**config.mk**
```make
export PLATFORM = sky130hd
export DESIGN_NAME = bd_loopback_emulator
export DESIGN_NICKNAME = d
export VERILOG_FILES = /design/src/rtl/bd_emu_pkg.sv /design/src/rtl/bd_emu_fifo.sv /design/src/rtl/bd_loopback_emulator.sv
export SDC_FILE = /design/constraint.sdc
export NUM_CORES = 1
export LEC_CHECK = 0
export CAP_MARGIN = 40
export CORE_MARGIN = 2
export CORE_UTILIZATION = 40
export CTS_CLUSTER_SIZE = 14
export DETAILED_ROUTE_END_ITERATION = 10
export RECOVER_POWER = 100
export SYNTH_ARGS = -nofsm -noshare
export SYNTH_HDL_FRONTEND = slang
export SYNTH_SLANG_ARGS = --single-unit
```
**constraint.sdc**
```tcl
create_clock -name clk -period 4.7 [get_ports clk]
set_clock_uncertainty 0.2 [all_clocks]
set_input_delay 0.94 -clock clk [delete_from_list [all_inputs] [get_ports clk]]
set_output_delay 0.94 -clock clk [all_outputs]
set_load 0.05 [all_outputs]
```
**src/rtl/bd_emu_pkg.sv**
```systemverilog
// Shared types and helpers for the Braindrop pin-interface loopback emulator.
// Pin word widths live here so FPGA-side and emulator-side code agree on them.
package bd_emu_pkg;

    localparam int NUM_BITS_PIN2CORE = 21;
    localparam int NUM_BITS_CORE2PIN = 34;

    // Widest word adapt_word handles; both pin widths must fit inside it.
    localparam int ADAPT_MAX_W = 64;

    function automatic int cnt_w(input int depth);
        return $clog2(depth) + 1;
    endfunction

    // Keeps the low min(in_w, out_w) bits: zero-extends a narrow word, truncates a wide one.
    function automatic logic [ADAPT_MAX_W-1:0] adapt_word(
        input logic [ADAPT_MAX_W-1:0] word,
        input int                     in_w,
        input int                     out_w
    );
        logic [ADAPT_MAX_W-1:0] res;
        int                     keep;
        keep = (in_w < out_w) ? in_w : out_w;
        res  = '0;
        for (int i = 0; i < ADAPT_MAX_W; i++) begin
            if (i < keep) res[i] = word[i];
        end
        return res;
    endfunction

endpackage

```
**src/rtl/bd_emu_fifo.sv**
```systemverilog
// Synchronous first-word-fall-through FIFO with occupancy count.
// Latency: a word pushed at edge t is visible on head_dat just after t.
// Backpressure: pushes while full and pops while empty are ignored.
module bd_emu_fifo
    import bd_emu_pkg::*;
#(
    parameter int WIDTH = 8,
    parameter int DEPTH = 16
) (
    input  logic                    clk,
    input  logic                    rst_n,
    input  logic                    push_vld,
    input  logic [WIDTH-1:0]        push_dat,
    input  logic                    pop_rdy,
    output logic [WIDTH-1:0]        head_dat,
    output logic [cnt_w(DEPTH)-1:0] count,
    output logic                    full,
    output logic                    empty
);

    localparam int PW = $clog2(DEPTH);
    localparam int CW = cnt_w(DEPTH);

    logic [WIDTH-1:0] mem_q [DEPTH];
    logic [PW-1:0]    wr_ptr_q, wr_ptr_d;
    logic [PW-1:0]    rd_ptr_q, rd_ptr_d;
    logic [CW-1:0]    count_q, count_d;
    logic             do_push, do_pop;

    // Power-of-two depth lets the pointers wrap by plain overflow.
    always_comb begin
        full     = (count_q == CW'(DEPTH));
        empty    = (count_q == '0);
        do_push  = push_vld && !full;
        do_pop   = pop_rdy && !empty;
        wr_ptr_d = wr_ptr_q + PW'(do_push);
        rd_ptr_d = rd_ptr_q + PW'(do_pop);
        count_d  = count_q + CW'(do_push) - CW'(do_pop);
        head_dat = mem_q[rd_ptr_q];
        count    = count_q;
    end

    always_ff @(posedge clk or negedge rst_n) begin
        if (!rst_n) begin
            wr_ptr_q <= '0;
            rd_ptr_q <= '0;
            count_q  <= '0;
        end else begin
            wr_ptr_q <= wr_ptr_d;
            rd_ptr_q <= rd_ptr_d;
            count_q  <= count_d;
        end
    end

    always_ff @(posedge clk) begin
        if (do_push) mem_q[wr_ptr_q] <= push_dat;
    end

endmodule

```
**src/rtl/bd_loopback_emulator.sv**
```systemverilog
// Chip-side stand-in for Braindrop: buffers every downstream pin word and returns it upstream width-adapted.
// Latency: a word accepted at edge t is on out_data just after t and can be popped at t+1.
// Backpressure: in_ready drops when the buffer is full or on the periodic stall cycle; out_data holds while out_ready is low.
module bd_loopback_emulator
    import bd_emu_pkg::*;
#(
    parameter int NUM_BITS_IN  = NUM_BITS_PIN2CORE,
    parameter int NUM_BITS_OUT = NUM_BITS_CORE2PIN,
    parameter int DEPTH        = 16,
    parameter int STALL_PERIOD = 0
) (
    input  logic                    clk,
    input  logic                    reset,
    input  logic                    in_valid,
    input  logic [NUM_BITS_IN-1:0]  in_data,
    output logic                    in_ready,
    output logic                    out_valid,
    output logic [NUM_BITS_OUT-1:0] out_data,
    input  logic                    out_ready,
    output logic [cnt_w(DEPTH)-1:0] fifo_count,
    output logic [15:0]             in_words,
    output logic [15:0]             out_words
);

    localparam int SCW = (STALL_PERIOD > 1) ? $clog2(STALL_PERIOD) : 1;
    localparam logic [SCW-1:0] STALL_LAST = SCW'((STALL_PERIOD > 0) ? STALL_PERIOD - 1 : 0);

    logic [SCW-1:0]         stall_cnt_q, stall_cnt_d;
    logic [15:0]            in_words_q, in_words_d;
    logic [15:0]            out_words_q, out_words_d;
    logic                   stall;
    logic                   push, pop;
    logic                   fifo_full, fifo_empty;
    logic [NUM_BITS_IN-1:0] head_dat;

    bd_emu_fifo #(
        .WIDTH (NUM_BITS_IN),
        .DEPTH (DEPTH)
    ) u_fifo (
        .clk      (clk),
        .rst_n    (reset),
        .push_vld (push),
        .push_dat (in_data),
        .pop_rdy  (pop),
        .head_dat (head_dat),
        .count    (fifo_count),
        .full     (fifo_full),
        .empty    (fifo_empty)
    );

    // Gating with reset keeps in_ready low while reset is held and high the moment it releases.
    always_comb begin
        stall       = (STALL_PERIOD != 0) && (stall_cnt_q == STALL_LAST);
        in_ready    = reset && !fifo_full && !stall;
        out_valid   = !fifo_empty;
        push        = in_valid && in_ready;
        pop         = out_valid && out_ready;
        stall_cnt_d = (stall || STALL_PERIOD == 0) ? '0 : stall_cnt_q + SCW'(1);
        in_words_d  = in_words_q + 16'(push);
        out_words_d = out_words_q + 16'(pop);
        out_data    = fifo_empty ? '0
                    : NUM_BITS_OUT'(adapt_word(ADAPT_MAX_W'(head_dat), NUM_BITS_IN, NUM_BITS_OUT));
        in_words    = in_words_q;
        out_words   = out_words_q;
    end

    always_ff @(posedge clk or negedge reset) begin
        if (!reset) begin
            stall_cnt_q <= '0;
            in_words_q  <= '0;
            out_words_q <= '0;
        end else begin
            stall_cnt_q <= stall_cnt_d;
            in_words_q  <= in_words_d;
            out_words_q <= out_words_d;
        end
    end

endmodule

```
==> results.md, run 1 <==
- Post-synth top area share: between 60% and 70%
- Grt ovf: 0
- Crit path kind: reg2out
- Starting density of the core: between 40% and 50%
- Worst path max stage delay: 0.96 ns
- Total power: ~11 mW
- Clk network pwr share: between 20% and 30%
- Fraction of layout cells with a size suffix above 1: between 10% and 20%
- Worst Setup SP: u_fifo.rd_ptr_q[2]$_DFF_PN0_
- Worst Path Buf+Inv: 2
- Number of global-route vias before repair: 7855
- Max clock buf depth: 3
- Average via count per standard cell: between 5 and 6
- Synth cell types: 39
- Power per cell area: around 630 nW/um^2
- Post-CTS sizing: 0
- I/O Pins: 98
- Async S/R FF share, synth: 11.81%
- Syn Inst Count: between 800 and 900
- CP Launch Type: flip-flop
- Top cell family by delay on the critical path: flip-flops
- Combinational power share: 34.5%
- Clock-pin slew on the worst setup and hold paths: ~0.060 ns
- Top post-synthesis cells by area: edfxtp_1, dfrtp_1, mux2i_1, mux4_2, a22oi_1
- Slowest CP cell: dfrtp_1
- Avg Inst Size Synth: roughly 19 sq um
- Count leader, synth: edfxtp_1
- Die X: between 150 and 200 microns
- P_leak: 6.279 nW
- Switch share: between 30% and 40%
- Area of the multi-input gates: about 3600 sq um
- Critical Path Fanout Max: 15
- RR Endpoint: u_fifo.mem_q[2][17]$_DFFE_PP_
- Synthesized area: around 15000 sq um
- Period Utilization, post-route: between 90 and 100%
- GP Congestion: between 0.7 and 0.8
- Drt initial violations: 581
- Clk_lat worst skew: 0.52 ns
- Worst rel slew slack: -20.37%
- Pins Over Slew Limit: approximately 130
- Setup slack, reg-to-reg: around 1.3 ns
- CTS Sinks: 381
- Final WL: approximately 32000 microns
- Max VDD drop: roughly 380 uV
- Synth Warn #: 0
- GR Util All Layers: 16.49%
- Register area: 11220 sq um
- Status: finished, violations left
- Max Clock Freq: roughly 230 MHz
- Initial antenna violation count: 1
- Max-cap violations: 6
- Post-route setup TNS: 0 ns
- Post-CTS setup buffers: 0
- Area of the die: ~40000 sq um
- # rows: 71
- Routed WL per cell: between 20 and 25 microns
- Largest net degree at the start of global routing: 46
- Core region area: roughly 37000 sq um
- Int Pwr: 7.086 mW
- Sw power: ~4.0 mW
- CP Data Required Time: 3.56 ns
- First-pass GRT wire length: a little under 50000 microns
- Via count: 7537
- Routed Antenna Nets: 0
- R2r startpoint: u_fifo.count[2]$_DFF_PN0_
- Layout filler cell count: approximately 3200
- Die Y: approximately 200 microns
- CTS tree: done
- Slew @ Worst Pin: roughly 1.8 ns
- #FFs+latches synth: around 380
- Worst setup path end: out_data[4]
- Min Tclk post-route: 4.300 ns
- Failing checks: capacitance limit, slew limit
- Setup violators final: 0
- Crit. End Element: output port
- Reg2reg path depth: 7
- Most used DFF post-synth: edfxtp_1
- H-tree depth: 2
- Hold Vio Cnt, Final: 0
- Synth area leader: edfxtp_1
- CP cell instances: nor2_2, buf_12, a22oi_1, nand2_1, o22ai_1, clkbuf_1
- Critical path arrival: roughly 3.2 ns
- CTS Buf Count: 39
- HP Class: reg2reg
- HPWL after DPL: slightly below 20000 microns
- Nets: between 900 and 1000
- Post-synth EDFFs: about 340
- Drc violations: 0
- Drt pass-1 iters: 8
- Stages on worst setup path: 6
- RSZ-0062 raised after global routing: no
- P&R area growth vs syn: 16.79%
- Post-synth top cells: edfxtp_1, mux2i_1, dfrtp_1, a22oi_1, mux4_2
- Part of the power in registers: between 30% and 40%
- # hold bufs at CTS: 0
- Root Buffer: clkbuf_16
- Register area share after synthesis: 74.07%
- Port bufs: between 80 and 90
==> cell type report <==
| type | instances | area share, % |
|---|---|---|
| inverters | 9 | 0.1910 |
| well taps | 511 | 3.615 |
| multi-input cells | 381 | 20.14 |
| flip-flops and latches | 381 | 63.45 |
| clock buffers | 49 | 6.028 |
| repair buffers | 118 | 5.582 |
| diodes | 1 | 0.01415 |
| clock inverters | 20 | 0.9764 |
==> per-layer routing <==
| layer | vias up | track usage [%] | routed length, microns |
|---|---|---|---|
| met5 | - | 0 | 11 |
| met3 | 44 | 2.899 | 1561 |
| li1 | 3411 | - | - |
| met1 | 3883 | 22.40 | 14040 |
| met2 | 197 | 27.65 | 15600 |
| met4 | 2 | 4.118 | 529 |
==> sequential cells by signal, indices dropped and copies added (netlist names) <==
name / flops
in_words: 16
out_words: 16
u_fifo.count: 5
u_fifo.mem_q: 336
u_fifo.rd_ptr_q: 4
u_fifo.wr_ptr_q: 4
==> through the flow <==
step	hold slack (ns)	worst slack, ns	instances	utilization [%]	cell area [sq um]
finish	0.2714	0.4001	1470	47.17	17680
floorplan	0.2574	0.9398	821	-	15190
CTS	0.1948	0.6334	1469	47.51	17810
global route	0.2913	0.2543	1469	47.17	17680
global placement	0.2635	1.129	1400	44.21	16570
detailed placement	0.2648	1.035	1400	44.21	16570
==> cell usage in the layout (no fill, tap or decap), types with 13 or more instances in the layout <==
master,synthesis,final
ha_1,14,14
edfxtp_1,336,336
clkbuf_16,0,41
buf_4,13,25
nand2_1,36,36
nand3_1,13,13
conb_1,1,13
clkbuf_1,13,28
a22oi_1,42,42
dfrtp_1,45,43
dlygate4sd3_1,0,61
mux2i_1,105,105
xnor2_1,24,24
o22ai_1,21,21
mux4_2,42,42
==> worst min path at each step <==
stage | start | end | depth (start not counted)
after global routing | out_words[15]$_DFF_PN0_ | out_words[15]$_DFF_PN0_ | 1
after CTS | reset | in_words[14]$_DFF_PN0_ | 1
after detailed placement | out_words[15]$_DFF_PN0_ | out_words[15]$_DFF_PN0_ | 1
final | in_words[15]$_DFF_PN0_ | in_words[15]$_DFF_PN0_ | 1
after global placement | out_words[15]$_DFF_PN0_ | out_words[15]$_DFF_PN0_ | 1
after floorplan | u_fifo.rd_ptr_q[3]$_DFF_PN0_ | u_fifo.rd_ptr_q[3]$_DFF_PN0_ | 1
==> power groups by stage <==
stage,Combinational [mW],Clock [mW],Sequential [mW]
4_1_cts,4.00,3.05,4.27
3_3_place_gp,3.97,0,4.33
5_1_grt,4.06,3.19,4.30
2_1_floorplan,2.77,0,4.39
6_report,3.81,2.99,4.25
3_5_place_dp,3.98,0,4.33
==> cells by family after synthesis <==
family | Yosys count | share of synthesized area (%)
DFF | 381 | 74.07
muxes | 147 | 13.19
and+or+nand+nor | 104 | 3.437
AOI/OAI and AO/OA | 66 | 3.066
buffers and inverters | 59 | 2.843
xor gates and xnor gates | 36 | 2.082
adders and majority gates | 15 | 1.289
other | 1 | 0.02477
Note: power is estimated with default switching activity, not from simulation.
==> inputs of run 2 (changes only) <==
--- a/config.mk
+++ b/config.mk
@@ -8,7 +8,6 @@
 export CAP_MARGIN = 40
 export CORE_MARGIN = 2
 export CORE_UTILIZATION = 40
-export CTS_CLUSTER_SIZE = 14
 export DETAILED_ROUTE_END_ITERATION = 10
 export RECOVER_POWER = 100
 export SYNTH_ARGS = -nofsm -noshare
==> results.md, run 2 (same netlist as run 1, synthesis figures left out) <==
- Status: finished, violations left
- Failing checks: capacitance limit, slew limit
- Hold Vio Cnt, Final: 0 (unchanged)
- Hold wc startpoint: in_words[15]$_DFF_PN0_
- Crit. End Element: output port
- Number of global-route vias before repair: 7855 (unchanged)
- Die Y: 198.6 microns (unchanged)
- Critical path arrival: 3.16 ns (about the same)
- Max reg flops: 336 (unchanged)
- Slew @ Worst Pin: 1.825 ns (+0.01964 ns)
- Most flop-heavy register: u_fifo.mem_q
- Most common cell after layout, fill and taps aside: edfxtp_1
- Reg2reg path depth: 7 (unchanged)
- R2r startpoint: u_fifo.count[2]$_DFF_PN0_
- Post-CTS setup buffers: 0 (unchanged)
- Root Buffer: clkbuf_16
- Via count: 7578 (+0.54%)
- Drt pass-1 iters: 7 (-1)
- Worst Hold End: in_words[15]$_DFF_PN0_
- Max-cap violations: 6 (unchanged)
- Core region area: 37490 sq um (unchanged)
- # rows: 71 (unchanged)
- Pins Over Slew Limit: 132 (unchanged)
- Final WL: 31780 microns (+0.12%)
- Die X: 198.6 microns (unchanged)
- CP Data Required Time: 3.56 ns (about the same)
- Hold Path Depth: 1 (unchanged)
- First-pass GRT wire length: 48180 microns (unchanged)
- H-tree depth: 2 (unchanged)
- Max Clock Freq: 232.7 MHz (about the same)
- Worst rel slew slack: -21.68% (-1.3 points)
- Post-CTS sizing: 0 (unchanged)
- Clock-pin slew on the worst setup and hold paths: 0.06 ns (about the same)
- CTS tree: done
- Critical Path Fanout Max: 15 (unchanged)
- P&R area growth vs syn: 16.79% (unchanged)
- Drc violations: 0 (unchanged)
- Power per cell area: 624.8 nW/um^2 (about the same)
- Largest net degree at the start of global routing: 46 (unchanged)
- # hold bufs at CTS: 0 (unchanged)
- Period Utilization, post-route: 91.42% (about the same)
- Routed Antenna Nets: 0 (unchanged)
- Grt ovf: 0 (unchanged)
- Average via count per standard cell: 5.155 (+0.54%)
- Core Util, Final: 47.17% (unchanged)
- Starting density of the core: 40.39% (unchanged)
- DP Worst Slack: 1.035 ns (unchanged)
- GR Util All Layers: 16.49% (unchanged)
- Post-route setup TNS: 0 ns (unchanged)
- HP Class: reg2reg
- Setup violators final: 0 (unchanged)
- CP Launch Type: flip-flop
- RSZ-0062 raised after global routing: no
- Initial antenna violation count: 1 (unchanged)
- CTS Sinks: 381 (unchanged)
- Max clock buf depth: 3 (unchanged)
- Max VDD drop: 375.2 uV (about the same)
- Total power: 11.05 mW (about the same)
- P_leak: 6.279 nW (unchanged)
- Routed WL per cell: 21.62 microns (+0.12%)
- CTS Buf Count: 39 (unchanged)
- Nets: 970 (unchanged)
- Crit path kind: reg2out
- GP Congestion: 0.7413 (unchanged)
- HPWL after DPL: 19210 microns (unchanged)
- RR Endpoint: u_fifo.mem_q[2][17]$_DFFE_PP_
- Final worst slack: 0.4033 ns (+0.003194 ns)
- Min Tclk post-route: 4.297 ns (-0.003194 ns)
- Drt initial violations: 589 (+1.4%)
- Setup slack, reg-to-reg: 1.27 ns (+0.02 ns)
- Most frequent cells in the layout: edfxtp_1, mux2i_1, dlygate4sd3_1, dfrtp_1
- Port bufs: 84 (unchanged)
- Fraction of layout cells with a size suffix above 1: 15.34% (unchanged)
- I/O Pins: 98 (unchanged)
- Clk_lat worst skew: 0.52 ns (about the same)
- Area of the die: 39430 sq um (unchanged)
==> run 2: cell type report <==
cell class                      instances  area (sq um)
Antenna cell                            1         2.502
Clock buffer                           49          1066
Clock inverter                         20         172.7
Fill cell                            3201         19800
Inverter                                9         33.78
Multi-Input combinational cell        381          3562
Sequential cell                       381         11220
Tap cell                              511         639.4
Timing Repair Buffer                  118         987.2
==> run 2: per-layer routing <==
metal / global-route usage [%] / wire length, microns / up-vias
li1: - / - / 3409
met1: 22.40 / 13990 / 3925
met2: 27.65 / 15640 / 198
met3: 2.899 / 1609 / 44
met4: 4.118 / 534 / 2
met5: 0 / 11 / -
==> run 2: how the worst max path moves through the flow <==
stage / start / to / cells past startpoint
6_report: u_fifo.rd_ptr_q[2]$_DFF_PN0_ / out_data[4] / 6
5_1_grt: u_fifo.rd_ptr_q[2]$_DFF_PN0_ / out_data[4] / 6
4_1_cts: u_fifo.rd_ptr_q[0]$_DFF_PN0_ / out_data[20] / 5
3_5_place_dp: reset / u_fifo.mem_q[4][12]$_DFFE_PP_ / 5
3_3_place_gp: reset / in_ready / 3
2_1_floorplan: u_fifo.count[2]$_DFF_PN0_ / out_data[0] / 6
==> run 2: where the power goes <==
part / switching [mW] / total [mW] / leakage, nW / internal, mW
Combinational: 2.45 / 3.81 / 2.07 / 1.36
Clock: 1.22 / 2.98 / 0.610 / 1.77
Sequential: 0.295 / 4.26 / 3.60 / 3.96
==> run 2: metrics by stage <==
stage               cells  cell area (sq um)  hold slack, ns
floorplan             821              15190          0.2574
global placement     1400              16570          0.2635
detailed placement   1400              16570          0.2648
CTS                  1469              17810          0.1948
global route         1469              17680          0.2913
finish               1470              17680          0.2715
==> run 2: critical path: stages, from the launching register on <==
cell	delay (ns)
dfrtp_1	0.96
nor2_2	0.35
buf_12	0.26
a22oi_1	0.21
nand2_1	0.15
o22ai_1	0.20
clkbuf_1	0.49
